[src/rtl/load_align_unit.sv]
// load_align_unit: load-data alignment between memory stage and write-back (byte/half/word/dword, sign/zero extend).
// Optional macro UNALIGNED_SPLIT_EN services misaligned loads, using a second word read when the access spans two words.
module load_align_unit #(
  parameter int DATA_W = 32,
  parameter int ADDR_W = 32
) (
  input  logic              Clk,
  input  logic              Rst_n,
  input  logic              req_valid,
  output logic              req_ready,
  input  logic [ADDR_W-1:0] req_addr,
  input  logic [1:0]        req_size,
  input  logic              req_unsigned,
  output logic              mem_rd_en,
  output logic [ADDR_W-1:0] mem_rd_addr,
  input  logic [DATA_W-1:0] mem_rd_data,
  input  logic              mem_rd_valid,
  output logic              rsp_valid,
  input  logic              rsp_ready,
  output logic [DATA_W-1:0] rsp_data,
  output logic              rsp_err
);
  localparam int BYTES = DATA_W / 8;
  localparam int OFF_W = $clog2(BYTES);
  localparam int IDX_W = OFF_W + 3;
  typedef enum logic [1:0] {IDLE, RD0, RD1, RESP} stateT;
  stateT state, nextState;
  logic [OFF_W-1:0] offQ;
  logic [1:0] sizeQ;
  logic unsQ, rdEnQ, rspErrQ, reqErr, split, accept, signBit;
  logic [DATA_W-1:0] lowQ, rspDataQ, field, mask, ext;
  logic [ADDR_W-1:0] rdAddrQ;
  logic [2*DATA_W-1:0] combined;
  logic [IDX_W-1:0] signIdx;
  assign accept = state == IDLE && req_valid;
`ifdef UNALIGNED_SPLIT_EN
  assign reqErr = DATA_W == 32 && req_size == 2'b11;
  assign split = (int'(offQ) + (1 << sizeQ)) > BYTES;
`else
  logic misaligned;
  assign misaligned = (req_addr[OFF_W-1:0] & OFF_W'((1 << req_size) - 1)) != '0;
  assign reqErr = (DATA_W == 32 && req_size == 2'b11) || misaligned;
  assign split = 1'b0;
`endif
  always_ff @(posedge Clk or negedge Rst_n) begin
    if (!Rst_n) state <= IDLE;
    else state <= nextState;
  end
  always_comb begin
    nextState = state;
    case (state)
      IDLE:    nextState = !req_valid ? IDLE : reqErr ? RESP : RD0;
      RD0:     nextState = !mem_rd_valid ? RD0 : split ? RD1 : RESP;
      RD1:     nextState = mem_rd_valid ? RESP : RD1;
      RESP:    nextState = rsp_ready ? IDLE : RESP;
      default: nextState = IDLE;
    endcase
  end
  always_comb begin
    req_ready = state == IDLE;
    rsp_valid = state == RESP;
    mem_rd_en = rdEnQ;
    mem_rd_addr = rdAddrQ;
    rsp_data = rspDataQ;
    rsp_err = rspErrQ;
  end
  // The high half of the combined window is only meaningful on the second read of a split access.
  always_comb begin
    combined = state == RD1 ? {mem_rd_data, lowQ} : {{DATA_W{1'b0}}, mem_rd_data};
    field = DATA_W'(combined >> {offQ, 3'b000});
    mask = sizeQ == 2'(OFF_W) ? '1 : ~({DATA_W{1'b1}} << (8 << sizeQ));
    signIdx = IDX_W'((8 << sizeQ) - 1);
    signBit = !unsQ && field[signIdx];
    ext = (field & mask) | ({DATA_W{signBit}} & ~mask);
  end
  always_ff @(posedge Clk or negedge Rst_n) begin
    if (!Rst_n) begin
      offQ <= '0;
      sizeQ <= '0;
      unsQ <= 1'b0;
      rdEnQ <= 1'b0;
      rdAddrQ <= '0;
      lowQ <= '0;
      rspDataQ <= '0;
      rspErrQ <= 1'b0;
    end else begin
      rdEnQ <= 1'b0;
      if (accept) begin
        offQ <= req_addr[OFF_W-1:0];
        sizeQ <= req_size;
        unsQ <= req_unsigned;
        rdEnQ <= !reqErr;
        rdAddrQ <= {req_addr[ADDR_W-1:OFF_W], {OFF_W{1'b0}}};
        rspDataQ <= '0;
        rspErrQ <= reqErr;
      end else if (state == RD0 && mem_rd_valid) begin
        lowQ <= mem_rd_data;
        rdEnQ <= split;
        if (split) rdAddrQ <= rdAddrQ + ADDR_W'(BYTES);
        else rspDataQ <= ext;
      end else if (state == RD1 && mem_rd_valid) begin
        rspDataQ <= ext;
      end
    end
  end
endmodule

[config.mk]
export PLATFORM = sky130hd
export DESIGN_NAME = load_align_unit
export DESIGN_NICKNAME = d
export VERILOG_FILES = /design/src/rtl/load_align_unit.sv
export SDC_FILE = /design/constraint.sdc
export NUM_CORES = 1
export LEC_CHECK = 0
export ABC_CLOCK_PERIOD_IN_PS = 2200
export BUFFER_PORTS_ARGS = -buffer_cell sky130_fd_sc_hd__buf_2
export CORE_ASPECT_RATIO = 2
export CORE_MARGIN = 3
export CORE_UTILIZATION = 30
export CTS_CLUSTER_SIZE = 8
export DETAILED_ROUTE_END_ITERATION = 8
export GPL_ROUTABILITY_DRIVEN = 0
export PLACE_DENSITY = 0.49
export SYNTH_ARGS = -nofsm -noshare
export SYNTH_HDL_FRONTEND = slang
export SYNTH_SLANG_ARGS = --single-unit
[constraint.sdc]
create_clock -name Clk -period 2.2 [get_ports Clk]
set_input_delay 0.55 -clock Clk [delete_from_list [all_inputs] [get_ports Clk]]
set_output_delay 0.55 -clock Clk [all_outputs]
set_load 0.03 [all_outputs]
==> results of run 1 <==
==> path summary, 6_finish.rpt <==
path | from | end | slack [ps] | cells after the start
max | state[0] | rsp_data[14] | 140 | 6
min | Rst_n | mem_rd_addr[9] | 140 | 1
max reg2reg | state[0] | rsp_data[14] | 140 | 6
min reg2reg | rsp_data[8] | rsp_data[8] | 490 | 1
max in group asynchronous | Rst_n | offQ[0] | 1370 | 2
min in group Clk | req_addr[10] | mem_rd_addr[10] | 420 | 2
==> Yosys cell counts (all sizes together), types with 2 or more instances <==
| library cell | count | area (um2) |
|---|---|---|
| nand3 | 10 | 50.1 |
| nand2 | 28 | 105 |
| mux4 | 19 | 428 |
| mux2i | 45 | 450 |
| a21oi | 7 | 35.0 |
| buf | 17 | 104 |
| a211oi | 4 | 35.0 |
| o211ai | 3 | 22.5 |
| a222oi | 8 | 80.1 |
| and2 | 2 | 12.5 |
| o31a | 2 | 17.5 |
| dfrtp | 103 | 2580 |
| clkbuf | 15 | 56.3 |
| o21ai | 18 | 90.1 |
| nand2b | 2 | 12.5 |
| a2111oi | 4 | 35.0 |
| mux2 | 75 | 845 |
| nor2b | 7 | 43.8 |
| a211o | 8 | 70.1 |
| nor2 | 17 | 63.8 |
| nand3b | 3 | 22.5 |
| inv | 4 | 15.0 |
| nor3 | 4 | 20.0 |
| o41ai | 2 | 17.5 |
| a22oi | 3 | 22.5 |
==> cell usage in the layout (no fill, tap or decap), types with 4 or more instances in the layout <==
| master | count |
|---|---|
| buf_2 | 136 |
| dfrtp_1 | 102 |
| mux2_2 | 75 |
| mux2i_1 | 44 |
| nand2_1 | 27 |
| mux4_2 | 19 |
| nor2_1 | 17 |
| o21ai_0 | 17 |
| buf_4 | 16 |
| nand3_1 | 10 |
| clkbuf_16 | 9 |
| a211o_1 | 8 |
| a222oi_1 | 8 |
| a21oi_1 | 7 |
| buf_12 | 7 |
| nor2b_1 | 6 |
| nor3_1 | 4 |
==> flip-flops by register name, indices dropped and copies added (netlist names) <==
name	count
state	2
rsp_data	32
offQ	2
sizeQ	2
rsp_err	1
lowQ	32
mem_rd_en	1
mem_rd_addr	30
unsQ	1
==> routing by layer <==
| metal | vias to the layer above | GRT usage, % |
|---|---|---|
| met5 | - | 0 |
| met4 | 0 | 9.05 |
| met3 | 24 | 2.51 |
| met2 | 113 | 31.5 |
| met1 | 2018 | 16.2 |
| li1 | 1860 | - |
==> power breakdown <==
group | internal (W) | total (W) | switching (W)
Sequential | 0.00281 | 0.00343 | 0.000618
Clock | 0.000780 | 0.00154 | 0.000762
Combinational | 0.00243 | 0.00569 | 0.00325
==> final cells by class <==
class                      instances  area [um2]
sequential                       103        2580
clock inverter                     7        57.6
inverter                           4        15.0
timing repair buffer             160         952
antenna                            2        5.00
multi-input combinational        283        2620
tap                              210         263
clock buffer                       9         225
fill                            1767       10600
==> worst max-delay path: stages (launching register included) <==
cell and delay (ps):
dfrtp_1 420, nor2b_4 210, buf_12 260, mux2i_1 360, mux4_2 330, nor2_1 50
a211o_1 270
==> through the flow <==
stage / cells / worst slack (ps) / setup TNS, ps / hold slack [ps] / util, %
floorplan: 422 / 227 / 0 / 254 / -
global placement: 760 / -0.872 / -1.37 / 475 / 36.8
detailed placement: 760 / -52.6 / -323 / 480 / 36.8
CTS: 776 / 32.8 / 0 / 145 / 38.5
global route: 778 / 4.54 / 0 / 161 / 38.7
finish: 778 / 140 / 0 / 136 / 38.7
==> kinds of logic after synthesis <==
kind of cell | count (synthesis)
AOI/OAI and AO/OA | 64
xor gates and xnor gates | 1
buffers and inverters | 36
DFF | 103
muxes | 139
other | 1
and+or+nand+nor | 77
==> what timing repair did <==
| item | CTS | global route |
|---|---|---|
| hold endpoints to repair | 0 | 0 |
| gates resized for setup | 0 | 11 |
| endpoints found under the setup margin | 0 | 22 |
==> impl_metrics.env, run 1 <==
export IMPL_outcome="completed"
export IMPL_portBuffers=137
export IMPL_vias=4015
export IMPL_cts_root_buf="clkbuf_16"
export IMPL_wl_per_cell_um=20.0
export IMPL_netlist_instances=421
export IMPL_cts_setup_buffers=0
export IMPL_synthesis_area_um2=5330
export IMPL_power_density_nw_per_um2=1590
export IMPL_synthAdderAreaFrac_pct=0
export IMPL_core_area_um2=17400
export IMPL_grt_pass1_vias=4340
export IMPL_critical_path_class="reg2reg"
export IMPL_p_leak_nw=3.11
export IMPL_dpl_cell_area_um2=6390
export IMPL_rsz0062_at_grt="no"
export IMPL_synth_xor_area_share_pct=0.164
export IMPL_start_util_pct=30.7
export IMPL_cts_buffers_inserted=9
export IMPL_startpoint_type="flip-flop"
export IMPL_muxShareOfSynthArea_pct=32.3
export IMPL_die_h_um=195
export IMPL_path_max_fanout=40
export IMPL_grt_max_degree=50
export IMPL_track_usage_pct=16.5
export IMPL_synthToLayoutAreaGrowth_pct=26.1
export IMPL_clkSinkCount=103
export IMPL_pin_count=140
export IMPL_max_freq_mhz=486
export IMPL_yosys_area_share_simple_pct=7.02
export IMPL_hold_viol=0
export IMPL_layout_drive_gt1_share_pct=49.8
export IMPL_cts_hold_buf=0
export IMPL_cts_tree="yes"
export IMPL_vdd_drop_max_mv=0.658
export IMPL_clkSlewWorstSetupHoldPaths_ps=70
export IMPL_synthDistinctLibCells=41
export IMPL_synth_top_family_by_area="multiplexers"
export IMPL_relSlewSlack_pct=61.9
export IMPL_ys_warn_count=0
export IMPL_syn_area_per_cell_um2=12.7
export IMPL_hpwl_um=12300
export IMPL_ant_nets=0
export IMPL_stdcell_area_um2=6720
export IMPL_clockBufferDepth=2
export IMPL_dieArea_um2=19500
export IMPL_setup_viol=0
export IMPL_synth_ff_type="dfrtp_1"
export IMPL_clk_latency_ps=360
export IMPL_worstPathArrival_ps=2300
export IMPL_top_layer_used="met4"
export IMPL_synth_compound_area_share_pct=8.78
export IMPL_rows=68
export IMPL_dr_wl_met2_um=9290
export IMPL_end_kind="flip-flop"
export IMPL_fin_worst_skew_ps=9.17
export IMPL_grt_ovfl_total=0
export IMPL_finalCritPeriodShare_pct=93.6
export IMPL_grt_pass1_wl_um=24300
export IMPL_worstPathRequired_ps=2440
export IMPL_synth_edf_count=0
export IMPL_die_w_um=100
export IMPL_drtPass1Iterations=7
export IMPL_drc=0
export IMPL_wl_met1_um=5040
export IMPL_routed_wl_met3_um=613
export IMPL_min_path_type="in2async"
export IMPL_avgViaCountPerCell=5.16
export IMPL_nets=633
export IMPL_ys_async_sr_fraction_pct=100
export IMPL_power_w=0.0107
export IMPL_wl_um=15600
export IMPL_htreeDepth=3
export IMPL_maxSlewViolCount=0
export IMPL_worstMarginPinSlew_ps=570
export IMPL_period_minus_slack_ps=2060
export IMPL_ys_ff_latch=103
export IMPL_antenna_found_initial=2
export IMPL_drv_cap=0
export IMPL_yosysSeqAreaShare_pct=48.4
export IMPL_drt_initial_drc_count=153
(Power assumes the default switching activity.)
==> inputs of run 2 (changes only) <==
--- a/config.mk
+++ b/config.mk
@@ -7,2 +7,3 @@
 export LEC_CHECK = 0
+export ABC_AREA = 1
 export ABC_CLOCK_PERIOD_IN_PS = 2200
@@ -11,3 +12,3 @@
 export CORE_MARGIN = 3
-export CORE_UTILIZATION = 30
+export CORE_UTILIZATION = 27
 export CTS_CLUSTER_SIZE = 8
@@ -15,3 +16,3 @@
 export GPL_ROUTABILITY_DRIVEN = 0
-export PLACE_DENSITY = 0.49
+export PLACE_DENSITY = 0.45
 export SYNTH_ARGS = -nofsm -noshare
--- a/constraint.sdc
+++ b/constraint.sdc
@@ -3,2 +3,2 @@
 set_output_delay 0.55 -clock Clk [all_outputs]
-set_load 0.03 [all_outputs]
+set_load 0.02 [all_outputs]
==> run 2 against run 1 <==
  * Die area is 11% higher
  * Via count grew 28%
  * Sequential power fell by 6.1%
  * Clock power rose by 3%
  * Fmax fell by 1.1%
  * Flip-flop and latch count unchanged
  * Synthesized area hardly changed
  * Setup slack worse by 23 ps
  * Sequential share of layout area grew 0.39 points
  * Critical endpoint is now rsp_data[0]
  * Worst hold slack got worse by 2.4 ps
==> impl_metrics.env, run 2 <==
export IMPL_hpwl_um=14500
export IMPL_insertedDiodeCount=0
export IMPL_synth_edf_count=0
export IMPL_outcome="completed"
export IMPL_drtPass1Iterations=6
export IMPL_startpoint_type="flip-flop"
export IMPL_fin_setup_tns_ps=0
export IMPL_crit_chain="inv_2, nand2_4, o21ai_0, o21ai_0, o221ai_1, nand2_1"
export IMPL_clk_latency_ps=370
export IMPL_synthToLayoutAreaGrowth_pct=24.8
export IMPL_drt_initial_drc_count=231
export IMPL_vias=5133
export IMPL_slowest_stage="o21ai_0"
export IMPL_layout_drive_gt1_share_pct=23.0
export IMPL_end_kind="flip-flop"
export IMPL_setup_viol=0
export IMPL_path_common_cell="o21ai_0"
export IMPL_cts_hold_buf=0
export IMPL_maxSlewViolCount=0
export IMPL_ant_nets=0
export IMPL_core_area_um2=19400
export IMPL_synth_ff_type="dfrtp_1"
export IMPL_cts_root_buf="clkbuf_16"
export IMPL_rows=72
export IMPL_grt_busiest_layer="met2"
export IMPL_grt_pass1_wl_um=29800
export IMPL_synthDistinctLibCells=30
export IMPL_max_freq_mhz=480
export IMPL_worstMarginPinSlew_ps=679
export IMPL_grt_max_degree=53
export IMPL_period_minus_slack_ps=2080
export IMPL_grt_util_met3_pct=3.50
export IMPL_clkSinkCount=103
export IMPL_pin_count=140
export IMPL_worst_path_dominant_cell_family="compound AO/OA/AOI/OAI gates"
export IMPL_multiInputGateArea_um2=2320
export IMPL_p_leak_nw=3.69
export IMPL_worst_path_stages=6
export IMPL_antenna_found_initial=1
export IMPL_finalCritPeriodShare_pct=94.7
export IMPL_relSlewSlack_pct=54.3
export IMPL_die_w_um=105
export IMPL_drc=0
export IMPL_stdcell_count=1120
export IMPL_dieArea_um2=21600
export IMPL_n_fill_cell=2122
export IMPL_grt_pass1_vias=5348
export IMPL_wl_per_cell_um=17.0
export IMPL_clockBufferDepth=2
export IMPL_path_max_fanout=18
export IMPL_synth_top_cell_area_share_pct=48.4
export IMPL_final_cell_mix="nand2_1 (318), buf_2 (136), dfrtp_1 (103)"
export IMPL_worstPathArrival_ps=2330
export IMPL_htreeDepth=3
export IMPL_slowest_delay_ps=580
export IMPL_vdd_drop_max_mv=0.652
export IMPL_rr_worst_depth=6
export IMPL_yosysSeqAreaShare_pct=48.4
export IMPL_hold_worst_slack_ps=133
export IMPL_ys_top_cells_by_count="nand2_1 (319), dfrtp_1 (103), o21ai_0 (87)"
export IMPL_avgViaCountPerCell=4.58
export IMPL_reg2reg_to="rsp_data[0]"
export IMPL_power_density_nw_per_um2=1570
export IMPL_die_h_um=205
export IMPL_placed_cells=1104
export IMPL_min_path_type="in2async"
export IMPL_final_common_cell="nand2_1"
export IMPL_wl_um=19000
export IMPL_grt_util_met2_pct=35.2
export IMPL_nets=928
export IMPL_reg2reg_from="state[0]"
export IMPL_start_util_pct=27.5
export IMPL_synthesis_area_um2=5330
export IMPL_fin_worst_skew_ps=10.8
export IMPL_cts_setup_buffers=0
export IMPL_cts_buffers_inserted=9
export IMPL_synth_most_common_cell="nand2_1"
export IMPL_seq_area_um2=2580
export IMPL_grt_ovfl_total=0
export IMPL_portBuffers=137
export IMPL_critical_path_class="reg2reg"
export IMPL_reg2reg_slack_ps=120
export IMPL_synth_area_leaders="dfrtp_1 (48%), nand2_1 (22%), o21ai_0 (8.2%)"
export IMPL_drv_cap=0
export IMPL_dp_slack_ps=143
export IMPL_syn_area_per_cell_um2=7.34
export IMPL_rsz0062_at_grt="no"
export IMPL_power_w=0.0104
export IMPL_fin_ws_ps=117
export IMPL_worstPathRequired_ps=2450
export IMPL_ys_ff_latch=103
export IMPL_hold_viol=0
export IMPL_path_buf_inv=1
export IMPL_track_usage_pct=18.3
export IMPL_netlist_instances=726
export IMPL_ys_async_sr_fraction_pct=100
export IMPL_clkSlewWorstSetupHoldPaths_ps=80
export IMPL_cts_tree="yes"
export IMPL_grtUsageMet1_pct=19.0
export IMPL_ys_warn_count=0
export IMPL_yosysTopAreaCell="dfrtp_1"
==> run 2: cell types whose count changed after synthesis, moves of 8 or more <==
cell | previous run | this run
a21oi_1 | 7 | 41
clkbuf_1 | 15 | 26
o21ai_0 | 18 | 87
nand3_1 | 10 | 18
a211o_1 | 8 | 0
nand2_1 | 28 | 319
mux4_2 | 19 | 0
a222oi_1 | 8 | 0
inv_1 | 3 | 45
mux2i_1 | 45 | 0
mux2_2 | 75 | 1
==> run 2: area by class of cell <==
class | instances | share of cell area, %
repair buffers | 164 | 14.3
multi-input cells | 526 | 34.9
clock inverters | 6 | 0.546
flip-flops and latches | 103 | 38.8
inverters | 52 | 2.94
clock buffers | 10 | 3.59
well taps | 259 | 4.87
==> run 2: per-layer routing <==
layer | up-vias | share of wire [%]
met5 | - | 0.042
li1 | 2570 | -
met2 | 148 | 56
met4 | 2 | 3.6
met3 | 25 | 4.2
met1 | 2388 | 37
==> run 2: timing repair <==
item	4_1_cts	5_1_grt
hold endpoints to repair	0	0
setup endpoints to repair	0	7
gates resized for setup	0	1
==> run 2: how the worst max path moves through the flow <==
stage / start / endpoint / slack, ps
2_1_floorplan: state[1] / rsp_data[0] / 570
3_3_place_gp: state[0] / rsp_data[0] / 140
3_5_place_dp: state[0] / rsp_data[0] / 140
4_1_cts: state[0] / rsp_data[0] / 140
5_1_grt: state[0] / rsp_data[20] / 10
6_report: state[0] / rsp_data[0] / 120
==> run 2: power breakdown <==
part           internal [W]  switching, W
sequential          0.00276      0.000466
clock              0.000794      0.000782
combinational       0.00179       0.00383
total               0.00534       0.00508
==> run 2: cell families (layout without fill, tap and decap cells) <==
logic type      count (synthesis)  after routing  share of synthesized area, %
mux                             1              1                         0.211
buf+inv                        98            232                          8.10
simple gates                  367            367                          27.5
compound gates                156            156                          15.7
other cells                     1              2                        0.0704
flops                         103            103                          48.4
==> run 2: metrics by stage <==
stage               instance area (um2)  utilization, %
floorplan                          5330               -
global placement                   6370            32.9
detailed placement                 6370            32.9
CTS                                6650            34.3
global route                       6650            34.3
finish                             6650            34.3
